===== src/rtl/fir_avg_filter.sv =====
// N-tap moving-average filter for one signed audio channel: each sample is
// pre-scaled by 1/N and the output is the running sum of the last N scaled samples.
module fir_avg_filter #(
    parameter int DATA_W = 24,
    parameter int LOG2_N = 3
) (
    input  logic                     CLOCK_50,
    input  logic                     reset,
    input  logic                     en,
    input  logic signed [DATA_W-1:0] data_in,
    output logic signed [DATA_W-1:0] data_out,
    output logic                     filled
);

    localparam int N = 2 ** LOG2_N;
    localparam logic [LOG2_N:0] N_CNT = (LOG2_N + 1)'(N);

    typedef enum logic {
        FILL = 1'b0,
        RUN  = 1'b1
    } state_t;

    state_t                   state;
    logic [LOG2_N-1:0]        wptr;
    logic [LOG2_N:0]          count;
    logic signed [DATA_W-1:0] acc_p1;
    logic signed [DATA_W-1:0] taps [N];

    logic                     vld_p0;
    logic signed [DATA_W-1:0] s_p0;
    logic signed [DATA_W-1:0] old_p0;
    logic signed [DATA_W-1:0] acc_next_p0;

    // Arithmetic shift floors toward -inf, so -1 stays -1 and 7 becomes 0.
    function automatic logic signed [DATA_W-1:0] scale(input logic signed [DATA_W-1:0] x);
        return x >>> LOG2_N;
    endfunction

    // Stage p0: scale the new sample, fetch the sample leaving the window.
    // The intermediate acc + s may wrap, but the final sum fits in DATA_W,
    // so modular arithmetic gives the exact result without saturation.
    always_comb begin
        vld_p0      = en && !reset;
        s_p0        = scale(data_in);
        old_p0      = (state == RUN) ? taps[wptr] : '0;
        acc_next_p0 = acc_p1 + s_p0 - old_p0;
    end

    // Tap storage is never reset; entries are always written before being read.
    always_ff @(posedge CLOCK_50) begin
        if (vld_p0) begin
            taps[wptr] <= s_p0;
        end
    end

    // Stage p1: accumulator and window control.
    always_ff @(posedge CLOCK_50) begin
        if (reset) begin
            state  <= FILL;
            count  <= '0;
            wptr   <= '0;
            acc_p1 <= '0;
            filled <= 1'b0;
        end else if (en) begin
            wptr   <= wptr + 1'b1;
            acc_p1 <= acc_next_p0;
            case (state)
                FILL: begin
                    count <= count + 1'b1;
                    if (count == N_CNT - 1'b1) begin
                        state  <= RUN;
                        filled <= 1'b1;
                    end
                end
                RUN: begin
                    count <= N_CNT;
                end
                default: begin
                    state <= FILL;
                end
            endcase
        end
    end

    assign data_out = acc_p1;

endmodule


===== config.mk =====
export PLATFORM = sky130hd
export DESIGN_NAME = fir_avg_filter
export DESIGN_NICKNAME = d
export VERILOG_FILES = /design/src/rtl/fir_avg_filter.sv
export SDC_FILE = /design/constraint.sdc
export NUM_CORES = 1
export LEC_CHECK = 0
export CORE_UTILIZATION = 40
export CTS_CLUSTER_SIZE = 16
export DETAILED_ROUTE_END_ITERATION = 12
export GPL_TIMING_DRIVEN = 0
export HOLD_SLACK_MARGIN = 0.12
export PLACE_DENSITY = 0.62
export RECOVER_POWER = 25
export SYNTH_ARGS = -nofsm -noshare
export SYNTH_HDL_FRONTEND = slang
export SYNTH_SLANG_ARGS = --single-unit

===== constraint.sdc =====
create_clock -name CLOCK_50 -period 11.9 [get_ports CLOCK_50]
set_input_delay 1.785 -clock CLOCK_50 [delete_from_list [all_inputs] [get_ports CLOCK_50]]
set_output_delay 1.785 -clock CLOCK_50 [all_outputs]
set_load 0.02 [all_outputs]

# Word-level counts from Yosys, hierarchy flattened
# Memories as Yosys holds them, arrays and structs flattened. A register that Yosys moved wholly into a read port is not among the register bits.
# Cells that the tools add are included.
# word_totals
mem_count	1
word_cells	23
regBits	33
output_inout_bits	25
ram_bits	192
# memory_table
name	depth	word_bits	rd	rd_clocked_by_memory_dff	wr	line_no	rtl
taps	8	24	1	1	1	27	logic signed [DATA_W-1:0] taps [N];
# op_classes
n_reduce_logical	3
add_sub_neg	4
eq_ne	1
bitwise_logic	1
mux	8
# op_table
cell	n
$add 24x21->24	1
$mux 24	1
$sub 24x24->24	1
$pmux 4 s2	1
$mux 3	2
$add 4x1->4 const B	1
$eq 4x3->1 const B	1
$mux 1	4
$add 3x1->3 const B	1
$reduce_and 3->1	1
$logic_and 1x1->1	1
$logic_not 1->1	1
$not 1->1	1

# Logic depth before layout (Yosys ltp)
# logic_depth
word_depth	4
depth_mapped	17
mapped_depth_nobuf	15

# Worst setup path after synthesis
# OpenSTA, ideal clock, no wires.
# synth_timing
kind	input to register
startpoint	input reset
endpoint	memory taps[0][0] (enable)
setup_ns	0.452
stages	4
arrival_time_ns	4.346
setup_slack_ns	7.101
cell_sequence	clkbuf_1 -> nand2b_1 -> clkbuf_1 -> nor4_1
# synth_via
elab_chain_len	4
# synth_rtl
item	line_no	rtl
start, declared	8	input logic reset,
$logic_not 1->1	43	vld_p0 = en && !reset;
$logic_and 1x1->1	43	
$mux 1	51	if (vld_p0) begin
$mux 1 (not written as such)	52	taps[wptr] <= s_p0;
end, declared	27	
# Every way passes these cells.

# Worst setup path after layout
# layout_timing
startpoint	input data_in[11]
endpoint	register acc_p1[23] (netlist: data_out[23])
# layout_via
elab_chain_len	2
# layout_rtl
item	line_no	rtl
start, declared	10	input logic signed [DATA_W-1:0] data_in,
$add 24x21->24	46	acc_next_p0 = acc_p1 + s_p0 - old_p0;
$sub 24x24->24	46	
end signal, assigned	66	acc_p1 <= acc_next_p0;
end, declared	26	logic signed [DATA_W-1:0] acc_p1;
# Every way passes these cells.
# A chain may end at the register's enable or synchronous reset.

==> results.toml <==
[die]
core-area_mm2 = 0.0235
fp.dieW_um = 157
boundaryPins = 52
initial_core_util_pct = 40.9
rows = 56
die_h_um = 157
fp.dieArea_mm2 = 0.0247

[worst_setup_path]
arrival_ns = 5.28
cp_max_fo = 9
rr_worst_depth = 16
slowest_stage = "dlygate4sd3_1"
critPathMaxStageDelay_ns = 0.69
path_cells = "dlygate4sd3_1 -> inv_1 -> fa_1 -> inv_1 -> ha_1 -> a21oi_2 -> o21ai_1 -> or3_1 -> o21a_1 -> a2111oi_2 -> or3_1 -> nand3_2 -> mux2_4"
rrSetupSlack_ns = 7.30
crit_buf_inv = 3
required_ns = 12.29
cp-end-kind = "register"
crit_family = "adder cells"
setup.worst_path.start_class = "input pin"
crit_type = "input pin to register"
reg2reg_to = "data_out[23]$_SDFFE_PP0P_"

[flow_run]
max_cap_violations = 0

[placed_design]
post-place-ws_ns = 6.58
place.port_buffers = 47
gp_congestion = 0.815
dpl.hpwl_mm = 14.5

[synthesis]
synth_edf_count = 168
ys.warnings.count = 0
synth-seq-area-share_pct = 59.9
yosysUniqueCellTypes = 49
synth_seq_cells = 204
synth_ff_type = "edfxtp_1"
synth-async-reset-ratio_pct = 0
syn_area_mm2 = 0.00962
synth_cells = 683
syn_area_per_cell_um2 = 14.1
syn-num-nets = 760

[power_and_ir_drop]
finalPower_uw = 2230
p_leak_uw = 0.00402
peakVddDrop_v = 0.000111
switching_share_pct = 32.4
switching_power_uw = 724
pwr-share-clk_pct = 28.5
combPwrFrac_pct = 33.4
powerDensity_mw_per_mm2 = 197
internal_power_uw = 1510
p_seq_share_pct = 38.1

[timing]
fin_crit_sh_pct = 41.1
timing.setup.tns_ns = 0
fin_ws_ns = 7.01
skew_ns = 0.0146
fmax_ghz = 0.205
rsz0062_at_grt = "false"
finalSetupViolCount = 0
period_minus_slack_ns = 4.89
holdWs_ns = 0.486
hold_violations = 0
tightest_slew_ns = 1.02
drv_slew = 0
max_slew_margin_pct = 32.1

[grt]
grtUsageTotal_pct = 18.1
grt_pass1_vias = 5927
grt_pass1_wl_mm = 33.4
antenna_found_initial = 0
grt_overflow = 0
grt_max_degree = 22

[layout]
fillers = 2079
diodes = 0
drive_above_1_share_pct = 13.8
final_cell_mix = "168 x edfxtp_1, 94 x inv_1, 59 x nor2_1, 42 x mux4_2, 36 x dfxtp_1"
area_growth_pct = 17.6
mostFrequentLayoutCell = "edfxtp_1"
nNetsFinal = 841

[min_path]
whs_path_depth = 2
hold_class = "register to register"
min_from = "filled$_SDFFE_PP0P_"
whs_endpoint = "filled$_SDFFE_PP0P_"

[clocking]
cts_hold_buf = 0
cts_resized = 0
cts.clk_slew.worst_paths_ns = 0.06
cts_root_buffer = "clkbuf_16"
cts_sinks = 204
post_cts_buffers = 0
cts_buffers = 21
htree_levels = 1
cts_tree = "done"
clk_latency_ns = 0.50
cts.path.max_buffers = 3

[routing]
vias = 5698
drtAntennaViolNets = 0
wl_per_cell_um = 19.4
drt_wl_total_mm = 21.2
drt_drc_violations_left = 0
drtPass1Iterations = 4
drtIter0Drc = 425
viasPerCell = 5.19

[status]
outcome = "completed"
worst max path at each step:
stage          slack [ns]         from                   endpoint  depth (start not counted)
5_1_grt              6.84  data_in[11]  data_out[23]$_SDFFE_PP0P_                         13
6_report             7.01  data_in[11]  data_out[23]$_SDFFE_PP0P_                         13
3_3_place_gp         4.15           en      taps[0][14]$_DFFE_PP_                          4
3_5_place_dp         6.58  data_in[11]  data_out[23]$_SDFFE_PP0P_                         13
4_1_cts              7.11  data_in[11]  data_out[23]$_SDFFE_PP0P_                         13
2_1_floorplan        7.10        reset       taps[0][0]$_DFFE_PP_                          4
sequential cells by signal, indices dropped and copies added (netlist names), named ones only:
name and flops:
count 4, data_out 24, taps 168, state 1
wptr 3, filled 1
cells in the mapped netlist, types with 4 or more instances:
| cell | count | area [um^2] |
|---|---|---|
| xor2_1 | 8 | 70.1 |
| o21ai_1 | 8 | 40.0 |
| nor3_1 | 9 | 45.0 |
| ha_1 | 27 | 338 |
| mux2i_1 | 33 | 330 |
| dfxtp_1 | 36 | 721 |
| nor2_1 | 62 | 233 |
| fa_1 | 23 | 460 |
| xnor2_1 | 15 | 131 |
| inv_1 | 94 | 353 |
| buf_2 | 5 | 25.0 |
| o21a_1 | 4 | 30.0 |
| nand2_1 | 22 | 82.6 |
| mux4_2 | 42 | 946 |
| nand3_1 | 7 | 35.0 |
| a21o_1 | 9 | 67.6 |
| nand4_1 | 4 | 25.0 |
| edfxtp_1 | 168 | 5040 |
| clkbuf_1 | 17 | 63.8 |
| o21ai_0 | 11 | 55.1 |
| nand2b_1 | 5 | 31.3 |
| a21oi_1 | 26 | 130 |
| a211oi_1 | 5 | 37.5 |
through the flow:
stage,area (um^2),utilization (%),cells
6_report,11300,48.1,1097
5_1_grt,11300,48.1,1097
4_1_cts,11300,48.1,1097
3_5_place_dp,10700,45.3,1060
3_3_place_gp,10500,44.6,1049
2_1_floorplan,9620,-,683
kinds of logic after synthesis:
family | synth area share (%)
adder cells (fa/ha/maj) | 8.29
multiplexers | 13.7
XOR/XNOR | 2.09
AO/OA/AOI/OAI | 5.29
flip-flops | 59.9
AND/OR/NAND/NOR | 6.06
buffers and inverters | 4.71
layout make-up:
cell class                 instances  area [um^2]  share of cell area (%)
sequential                       204         5770                    50.9
clock buffer                      21          526                    4.64
timing repair buffer              58          583                    5.15
multi-input combinational        360         3450                    30.5
clock inverter                    16          141                    1.25
inverter                          94          353                    3.12
buffer                            25          100                   0.884
tap                              319          399                    3.53
worst min-delay path, stage by stage (launching register included):
cell and delay (ns):
dfxtp_1 0.34, a21oi_1 0.04, nor2_1 0.07
power by group through the flow:
stage,clock [uW],sequential [uW],combinational [uW]
4_1_cts,651,852,744
5_1_grt,679,855,830
3_5_place_dp,0,866,735
3_3_place_gp,0,866,715
2_1_floorplan,0,888,503
6_report,637,851,747
layer usage:
layer  GRT usage [%]  vias to the layer above  routed length [um]
met5               0                        -                   0
met4            5.55                        0                 565
met3            2.86                       45                1350
met2            29.8                      155               10200
met1            24.7                     2866                9120
li1                -                     2632                   -
No activity file was read; power rests on OpenSTA's default activity.
